## config.mk

```make
export PLATFORM = sky130hd
export DESIGN_NAME = rf_port_ctrl
export DESIGN_NICKNAME = d
export VERILOG_FILES = /design/src/rtl/frisc_rf_pkg.sv /design/src/rtl/wb_arbiter.sv /design/src/rtl/rf_port_ctrl.sv
export SDC_FILE = /design/constraint.sdc
export NUM_CORES = 1
export LEC_CHECK = 0
export BUFFER_PORTS_ARGS = -buffer_cell sky130_fd_sc_hd__buf_4
export CAP_MARGIN = 10
export CORE_MARGIN = 10
export CORE_UTILIZATION = 44
export DETAILED_ROUTE_END_ITERATION = 10
export GPL_ROUTABILITY_DRIVEN = 1
export GPL_TIMING_DRIVEN = 1
export PLACE_DENSITY_LB_ADDON = 0.2
export SLEW_MARGIN = 15
export SYNTH_ARGS = -nofsm -noshare
export SYNTH_HDL_FRONTEND = slang
export SYNTH_SLANG_ARGS = --single-unit
```

## constraint.sdc

```tcl
create_clock -name clk -period 2.6 [get_ports clk]
set_clock_uncertainty 0.05 [all_clocks]
set_input_delay 0.13 -clock clk [delete_from_list [all_inputs] [get_ports clk]]
set_output_delay 0.13 -clock clk [all_outputs]
set_load 0.1 [all_outputs]
```

## src/rtl/frisc_rf_pkg.sv

```systemverilog
// rtl/frisc_rf_pkg.sv - shared widths and writeback request type for the frisc register-file port
package frisc_rf_pkg;

    localparam int XLEN  = 32;
    localparam int NREGS = 32;
    localparam int AW    = $clog2(NREGS);

    typedef logic [AW-1:0]   reg_idx_t;
    typedef logic [XLEN-1:0] xdata_t;

    typedef struct packed {
        logic     valid;
        reg_idx_t rd;
        xdata_t   data;
    } wb_req_t;

endpackage

```

## src/rtl/wb_arbiter.sv

```systemverilog
// rtl/wb_arbiter.sv - fixed-priority arbiter between ALU and load writebacks
module wb_arbiter
    import frisc_rf_pkg::*;
#(
    parameter int LD_PRIO = 1
) (
    input  wb_req_t i_alu,
    input  wb_req_t i_ld,
    output logic    o_alu_grant,
    output logic    o_ld_grant,
    output wb_req_t o_sel
);

    localparam logic LdWins = (LD_PRIO != 0);

    always_comb begin
        o_alu_grant = i_alu.valid & (~i_ld.valid | ~LdWins);
        o_ld_grant  = i_ld.valid  & (~i_alu.valid | LdWins);
        o_sel       = '0;
        if (o_ld_grant) begin
            o_sel = i_ld;
        end else if (o_alu_grant) begin
            o_sel = i_alu;
        end
    end

endmodule

```

## src/rtl/rf_port_ctrl.sv

```systemverilog
// rtl/rf_port_ctrl.sv - register-file initiator: scoreboard, writeback port, bypass and operand register
module rf_port_ctrl
    import frisc_rf_pkg::*;
#(
    parameter int XLEN    = 32,
    parameter int NREGS   = 32,
    parameter int AW      = 5,
    parameter int LD_PRIO = 1
) (
    input  logic            clk,
    input  logic            reset,
    input  logic            iss_valid,
    output logic            iss_ready,
    input  logic [AW-1:0]   iss_rs1,
    input  logic [AW-1:0]   iss_rs2,
    input  logic [AW-1:0]   iss_rd,
    input  logic            iss_rd_wen,
    output logic            op_valid,
    input  logic            op_ready,
    output logic [XLEN-1:0] op_rs1_data,
    output logic [XLEN-1:0] op_rs2_data,
    output logic [AW-1:0]   op_rd,
    output logic            op_rd_wen,
    input  logic            alu_wb_valid,
    output logic            alu_wb_ready,
    input  logic [AW-1:0]   alu_wb_rd,
    input  logic [XLEN-1:0] alu_wb_data,
    input  logic            ld_wb_valid,
    output logic            ld_wb_ready,
    input  logic [AW-1:0]   ld_wb_rd,
    input  logic [XLEN-1:0] ld_wb_data,
    output logic [AW-1:0]   rf_rin1,
    output logic [AW-1:0]   rf_rin2,
    input  logic [XLEN-1:0] rf_rs1,
    input  logic [XLEN-1:0] rf_rs2,
    output logic            rf_write_en,
    output logic [AW-1:0]   rf_rd,
    output logic [XLEN-1:0] rf_data
);

    wb_req_t          w_alu_req;
    wb_req_t          w_ld_req;
    wb_req_t          w_win;
    logic             w_alu_grant;
    logic             w_ld_grant;
    logic             w_grant;
    logic             w_haz_rs1;
    logic             w_haz_rs2;
    logic             w_waw;
    logic             w_accept;
    logic [NREGS-1:0] w_pend_nxt;
    logic [XLEN-1:0]  w_opnd1;
    logic [XLEN-1:0]  w_opnd2;

    logic [NREGS-1:0] r_pend;
    logic             r_op_valid;
    logic [XLEN-1:0]  r_op_rs1_data;
    logic [XLEN-1:0]  r_op_rs2_data;
    logic [AW-1:0]    r_op_rd;
    logic             r_op_rd_wen;

    // Requests are masked during reset so nothing is granted or written back.
    assign w_alu_req = '{valid: alu_wb_valid & ~reset, rd: alu_wb_rd, data: alu_wb_data};
    assign w_ld_req  = '{valid: ld_wb_valid & ~reset, rd: ld_wb_rd, data: ld_wb_data};

    wb_arbiter #(
        .LD_PRIO (LD_PRIO)
    ) u_wb_arbiter (
        .i_alu       (w_alu_req),
        .i_ld        (w_ld_req),
        .o_alu_grant (w_alu_grant),
        .o_ld_grant  (w_ld_grant),
        .o_sel       (w_win)
    );

    assign w_grant      = w_win.valid;
    assign alu_wb_ready = w_alu_grant;
    assign ld_wb_ready  = w_ld_grant;
    assign rf_write_en  = w_grant & (w_win.rd != '0);
    assign rf_rd        = w_grant ? w_win.rd : '0;
    assign rf_data      = w_grant ? w_win.data : '0;
    assign rf_rin1      = iss_rs1;
    assign rf_rin2      = iss_rs2;

    // A register being written back this cycle is no longer a hazard.
    assign w_haz_rs1 = r_pend[iss_rs1] & ~(w_grant & (w_win.rd == iss_rs1));
    assign w_haz_rs2 = r_pend[iss_rs2] & ~(w_grant & (w_win.rd == iss_rs2));
    assign w_waw     = iss_rd_wen & r_pend[iss_rd] & ~(w_grant & (w_win.rd == iss_rd));

    assign iss_ready = ~reset & (~r_op_valid | op_ready) & ~w_haz_rs1 & ~w_haz_rs2 & ~w_waw;
    assign w_accept  = iss_valid & iss_ready;

    always_comb begin
        w_opnd1 = rf_rs1;
        if (iss_rs1 == '0) begin
            w_opnd1 = '0;
        end else if (w_grant && (w_win.rd == iss_rs1)) begin
            w_opnd1 = w_win.data;
        end
        w_opnd2 = rf_rs2;
        if (iss_rs2 == '0) begin
            w_opnd2 = '0;
        end else if (w_grant && (w_win.rd == iss_rs2)) begin
            w_opnd2 = w_win.data;
        end
    end

    // Set is applied after clear so a same-index collision leaves the bit pending.
    always_comb begin
        w_pend_nxt = r_pend;
        if (w_grant) begin
            w_pend_nxt[w_win.rd] = 1'b0;
        end
        if (w_accept && iss_rd_wen && (iss_rd != '0)) begin
            w_pend_nxt[iss_rd] = 1'b1;
        end
        w_pend_nxt[0] = 1'b0;
    end

    always_ff @(posedge clk) begin
        if (reset) begin
            r_pend        <= '0;
            r_op_valid    <= 1'b0;
            r_op_rs1_data <= '0;
            r_op_rs2_data <= '0;
            r_op_rd       <= '0;
            r_op_rd_wen   <= 1'b0;
        end else begin
            r_pend <= w_pend_nxt;
            if (w_accept) begin
                r_op_valid    <= 1'b1;
                r_op_rs1_data <= w_opnd1;
                r_op_rs2_data <= w_opnd2;
                r_op_rd       <= iss_rd;
                r_op_rd_wen   <= iss_rd_wen;
            end else if (op_ready) begin
                r_op_valid <= 1'b0;
            end
        end
    end

    assign op_valid    = r_op_valid;
    assign op_rs1_data = r_op_rs1_data;
    assign op_rs2_data = r_op_rs2_data;
    assign op_rd       = r_op_rd;
    assign op_rd_wen   = r_op_rd_wen;

endmodule

```

Word-level counts from Yosys, hierarchy flattened
Index checks and enable logic that the tools add are counted.
{ "word_totals": {"inputBits": 160, "regBits": 103, "output_inout_bits": 122} }
{ "op_classes": {"bitwise": 29, "eq_ne": 3, "mux": 22, "reduce_logical": 11, "magnitude_cmp": 6} }
{ "ops": {"columns": ["op", "count"], "rows": [
  ["32-bit two-way mux", 7],
  ["38-bit two-way mux", 2],
  ["32-bit AND", 1],
  ["32-bit inverter", 1],
  ["32-bit OR", 1],
  ["5-bit by 6-bit less-than comparator with 1-bit output, second input constant", 4],
  ["1-bit AND", 16],
  ["1-bit binary-select mux with 5-bit select", 3],
  ["5-bit equality test", 3],
  ["1-bit demux with 5-bit select", 2],
  ["5-bit by 1-bit >= comparator with 1-bit output, second input constant", 2],
  ["5-bit logical NOT", 2],
  ["5-bit nonzero test", 2],
  ["1-bit inverter", 9],
  ["1-bit two-way mux", 7],
  ["1-bit logical AND", 6],
  ["5-bit two-way mux", 1],
  ["2-bit nonzero test", 1],
  ["1-bit OR", 1]
]} }

Depth between registers and ports, before layout
{ "logic_depth": {"ltp_word": 18, "depth_mapped": 13, "mapped_depth_nobuf": 9} }

Modules after synthesis
Synthesis repeated with hierarchy kept, for this count alone.
{ "hier_totals": {"cells_unflattened": 757, "area_unflattened_um2": 6981.7} }
{ "by_module_without_submodules": {"columns": ["mod", "n_inst", "seq_area_each_um2", "cells_per_inst", "area_per_inst_um2"], "rows": [
  ["rf_port_ctrl", 1, 2042.0, 709, 6571.3],
  ["wb_arbiter", 1, 0.0, 48, 410.4]
]} }

Worst setup path before layout
Ideal clock, no wire load.
{ "synth_path": {"kind": "input to output", "start": "in alu_wb_valid", "end": "out iss_ready", "path_stages": 10, "t_arrival_ns": 4.535, "required_ns": 2.420, "path_buffers": 3, "path_slack_ns": -2.115, "cell_sequence": "clkbuf_1 > nor3b_2 > a22oi_2 > inv_1 > xnor2_1 > and4_1 > o221ai_2 > buf_2 > buf_2 > nor3_1"} }
{ "synth_via": {"elab_chain_cells": 12} }
{ "synth_lines": {"columns": ["item", "line_no", "source"], "rows": [
  ["from (decl)", "rf_port_ctrl.sv:24", "input logic alu_wb_valid,"],
  ["1-bit AND *", "rf_port_ctrl.sv:63", "assign w_alu_req = '{valid: alu_wb_valid & ~reset, rd: alu_wb_rd, data: alu_wb_data};"],
  ["1-bit AND", "wb_arbiter.sv:17", "o_alu_grant = i_alu.valid & (~i_ld.valid | ~LdWins);"],
  ["38-bit two-way mux *", "wb_arbiter.sv:22", "end else if (o_alu_grant) begin"],
  ["38-bit two-way mux *", "wb_arbiter.sv:20", "if (o_ld_grant) begin"],
  ["5-bit equality test", "rf_port_ctrl.sv:86", "assign w_haz_rs1 = r_pend[iss_rs1] & ~(w_grant & (w_win.rd == iss_rs1));"],
  ["1-bit AND", "rf_port_ctrl.sv:86", null],
  ["1-bit inverter", "rf_port_ctrl.sv:86", null],
  ["1-bit AND", "rf_port_ctrl.sv:86", null],
  ["1-bit inverter", "rf_port_ctrl.sv:90", "assign iss_ready = ~reset & (~r_op_valid | op_ready) & ~w_haz_rs1 & ~w_haz_rs2 & ~w_waw;"],
  ["1-bit AND (2 in a row)", "rf_port_ctrl.sv:90", null],
  ["1-bit AND *", "rf_port_ctrl.sv:90", null],
  ["to (decl)", "rf_port_ctrl.sv:13", "output logic iss_ready,"]
]} }
Every way passes the cells marked *; elsewhere a longest branch is shown, timed or not.

Worst setup path after layout
{ "layout_path": {"start": "reg r_pend[27]", "end": "reg r_op_rs2_data[24] (netlist: op_rs2_data[24])"} }
{ "layout_via": {"elab_chain_cells": 8} }
{ "layout_lines": {"columns": ["item", "line_no", "source"], "rows": [
  ["from (decl)", "rf_port_ctrl.sv:55", "logic [NREGS-1:0] r_pend;"],
  ["from (signal assigned)", "rf_port_ctrl.sv:129", "r_pend <= w_pend_nxt;"],
  ["1-bit binary-select mux with 5-bit select", "rf_port_ctrl.sv:86", null],
  ["1-bit two-way mux (not written as such)", "rf_port_ctrl.sv:86", null],
  ["1-bit AND", "rf_port_ctrl.sv:86", null],
  ["1-bit inverter", "rf_port_ctrl.sv:90", null],
  ["1-bit AND (2 in a row)", "rf_port_ctrl.sv:90", null],
  ["1-bit AND *", "rf_port_ctrl.sv:90", null],
  ["1-bit AND *", "rf_port_ctrl.sv:91", "assign w_accept = iss_valid & iss_ready;"],
  ["to (signal assigned)", "rf_port_ctrl.sv:133", "r_op_rs2_data <= w_opnd2;"],
  ["to (decl)", "rf_port_ctrl.sv:58", "logic [XLEN-1:0] r_op_rs2_data;"]
]} }
Every way passes the cells marked *; elsewhere a longest branch is shown, timed or not. The select of a mux whose other input is x is not followed.
A chain may end at the register's enable or synchronous reset.

==> results.json <==
{
  "die_area_um2": 19900,
  "grt_pass1_wl_mm": 47.2,
  "nNetsFinal": 1207,
  "p_leak_nw": 4.45,
  "drt-initial-drc-count": 795,
  "arrival_ns": 2.92,
  "path_cells": "mux4_2 > a22o_1 > a221oi_2 > a31o_2 > o221ai_4 > buf_4 > buf_6 > buf_16 > o311ai_4 > o41ai_2",
  "critPathMaxFanout": 13,
  "first_global_vias": 8196,
  "cp-start-kind": "register",
  "syn-num-nets": 930,
  "cts.clk_slew.worst_paths_ns": 0.07,
  "layout-drive-gt1-share_pct": 51.4,
  "async_flop_share_pct": 0,
  "antenna_left": 0,
  "root_buffer": "clkbuf_16",
  "cp.required_ns": 2.78,
  "via_per_inst": 6.69,
  "status": "finished, violations left",
  "power.total_mw": 5.22,
  "fmax_mhz": 364,
  "synth_cell_types": 54,
  "tns_ns": -2.69,
  "clock_sinks": 102,
  "setup_violations": 53,
  "endpoint_kind": "register",
  "dpl.hpwl_mm": 22.8,
  "cp_slowest_stage_delay_ns": 0.46,
  "placed_cell_area_um2": 9870,
  "worstMarginPinSlew_ns": 1.35,
  "drc": 0,
  "routed-via-count": 8271,
  "globalplace.congestion": 1.01,
  "grt_start_max_net_pins": 62,
  "ys_ff_latch": 102,
  "fin_area_um2": 10800,
  "cts_buffer_depth": 2,
  "max-slew-margin-rel_pct": 10.2,
  "port_buffers": 281,
  "cts_inserted_buffers": 9,
  "synth_ff_type": "dfxtp_1",
  "failed_checks": "setup timing",
  "fin_crit_sh_pct": 106,
  "start_util_pct": 44.7,
  "io_pins": 282,
  "insertion_delay_ns": 0.35,
  "synth_edf_count": 0,
  "drt_wl_total_mm": 32.1,
  "finalHoldViolCount": 0,
  "dr.pass1.iters": 8,
  "die_y_um": 141,
  "area_growth_syn_to_layout_pct": 67.3,
  "setup_ws_ns": -0.149,
  "cap_viol_max_count": 0,
  "whs_ns": 0.0445,
  "path_class": "register to register",
  "rsz0062_at_grt": "true",
  "placementRows": 44,
  "cts_tree": "built",
  "ys.warnings.count": 0,
  "grt_usage_pct": 29.4,
  "hp-class": "input pin to register",
  "h-tree-depth": 3,
  "post_drt_wl_per_cell_um": 26.0,
  "period_needed_ns": 2.75,
  "gr-total-overflow": 0,
  "antenna_found_initial": 1,
  "powerDensity_nw_per_um2": 483,
  "ir_worst_vdd_mv": 0.397,
  "die_w_um": 141,
  "synth.avg_cell_area_um2": 8.40,
  "syn_area_um2": 6470,
  "slew_violations": 0,
  "synthCells": 770,
  "cp_slowest_cell": "mux4_2",
  "core_um2": 14500,
  "ys_seq_area_share_pct": 31.6,
  "dp_slack_ns": -0.106
}
final timing paths:
check,start,end,slack [ns],cells after the start
worst max-delay path,r_pend[27],op_rs2_data[24],-0.15,10
worst max register to register,r_pend[27],op_rs2_data[24],-0.15,10
worst min register to register,op_rd[3],op_rd[3],0.42,2
worst min-delay path,rf_rs1[28],op_rs1_data[28],0.04,3
synthesized netlist by cell type (all sizes together) (2+ instances only):
library cell	n	area [µm²]
a211oi	2	15.0
a21oi	7	38.8
a221oi	3	32.5
a22o	33	289
a22oi	5	42.5
a32o	2	20.0
and2	3	18.8
and4	4	35.0
buf	29	188
clkbuf	72	270
dfxtp	102	2040
inv	12	45.1
mux2i	31	310
mux4	12	270
nand2	30	115
nand2b	4	25.0
nand3	29	145
nand3b	5	37.5
nand4	2	12.5
nand4bb	2	22.5
nor2	138	521
nor2b	9	56.3
nor3	6	30.0
nor3b	3	27.5
nor4	2	12.5
o211ai	20	150
o21ai	10	50.1
o221ai	3	32.5
o22ai	2	12.5
o311ai	66	578
o31ai	32	240
o41ai	64	561
or3	4	25.0
or3b	3	26.3
or4	3	22.5
xnor2	10	87.6
per-layer routing:
| metal | global-route usage, % | part of all wire [%] | wire length (µm) |
|---|---|---|---|
| met5 | 0 | 0 | 0 |
| met4 | 12.2 | 3.3 | 1050 |
| met3 | 9.64 | 12 | 3830 |
| met2 | 46.8 | 47 | 15200 |
| met1 | 35.7 | 37 | 12000 |
through the flow:
stage          utilization, %  cells
6_report                 74.7   1237
5_1_grt                  74.7   1237
4_1_cts                  71.9   1232
3_5_place_dp             68.2   1208
3_3_place_gp             68.2   1208
2_1_floorplan               -    770
layout make-up:
type                            count  area, µm²
Clock inverter                      4       52.6
Sequential cell                   102       2050
Fill cell                        1061       3660
Multi-Input combinational cell    555       5130
Clock buffer                       12        267
Timing Repair Buffer              367       3030
Antenna cell                        1       2.50
Tap cell                          184        230
Inverter                           12       55.1
worst max-delay path: cells and delay by family, from the launching register on:
family / cells / cell delay [ns]
flops: 1 / 0.32
mux: 1 / 0.46
buf+inv: 3 / 0.46
compound gates: 6 / 1.32
placed cells by master (no fill, tap or decap), types with 12 or more instances in the layout:
| cell | synthesis | layout |
|---|---|---|
| mux2i_1 | 31 | 31 |
| o41ai_1 | 64 | 15 |
| nand2_1 | 29 | 29 |
| buf_4 | 10 | 342 |
| o311ai_2 | 0 | 29 |
| buf_12 | 0 | 12 |
| dfxtp_1 | 102 | 96 |
| nand3_1 | 29 | 29 |
| o41ai_2 | 0 | 49 |
| mux4_2 | 12 | 12 |
| o311ai_4 | 0 | 29 |
| o211ai_1 | 20 | 20 |
| o31ai_1 | 32 | 29 |
| a22o_1 | 33 | 33 |
| nor2_1 | 137 | 136 |
cell families after synthesis:
group / count (synthesis) / share of synthesized area, %
flops: 102 / 31.6
xor+xnor: 10 / 1.35
compound gates: 252 / 32.3
mux: 43 / 8.98
buf+inv: 113 / 7.78
simple gates: 250 / 18.0
where the power goes:
| part | leakage, nW | internal (mW) | switching [mW] | total [mW] |
|---|---|---|---|---|
| combinational | 3.46 | 0.631 | 1.44 | 2.08 |
| clock | 0.159 | 0.831 | 0.647 | 1.48 |
| sequential | 0.831 | 1.62 | 0.0495 | 1.67 |
state kept, by name, summed over array words and instances, names as in the netlist:
register	count
op_rs1_data	32
op_rs2_data	32
r_pend	31
op_rd	5
op_rd_wen	1
op_valid	1
what timing repair did:
item / CTS / global route
gates resized for setup: 37 / 49
hold buffers: 0 / 0
setup endpoints to repair: 28 / 80
gates cloned: 2 / 3
setup buffers: 6 / 1
pin swaps: 6 / 10
No activity file was read; power rests on OpenSTA's default activity.
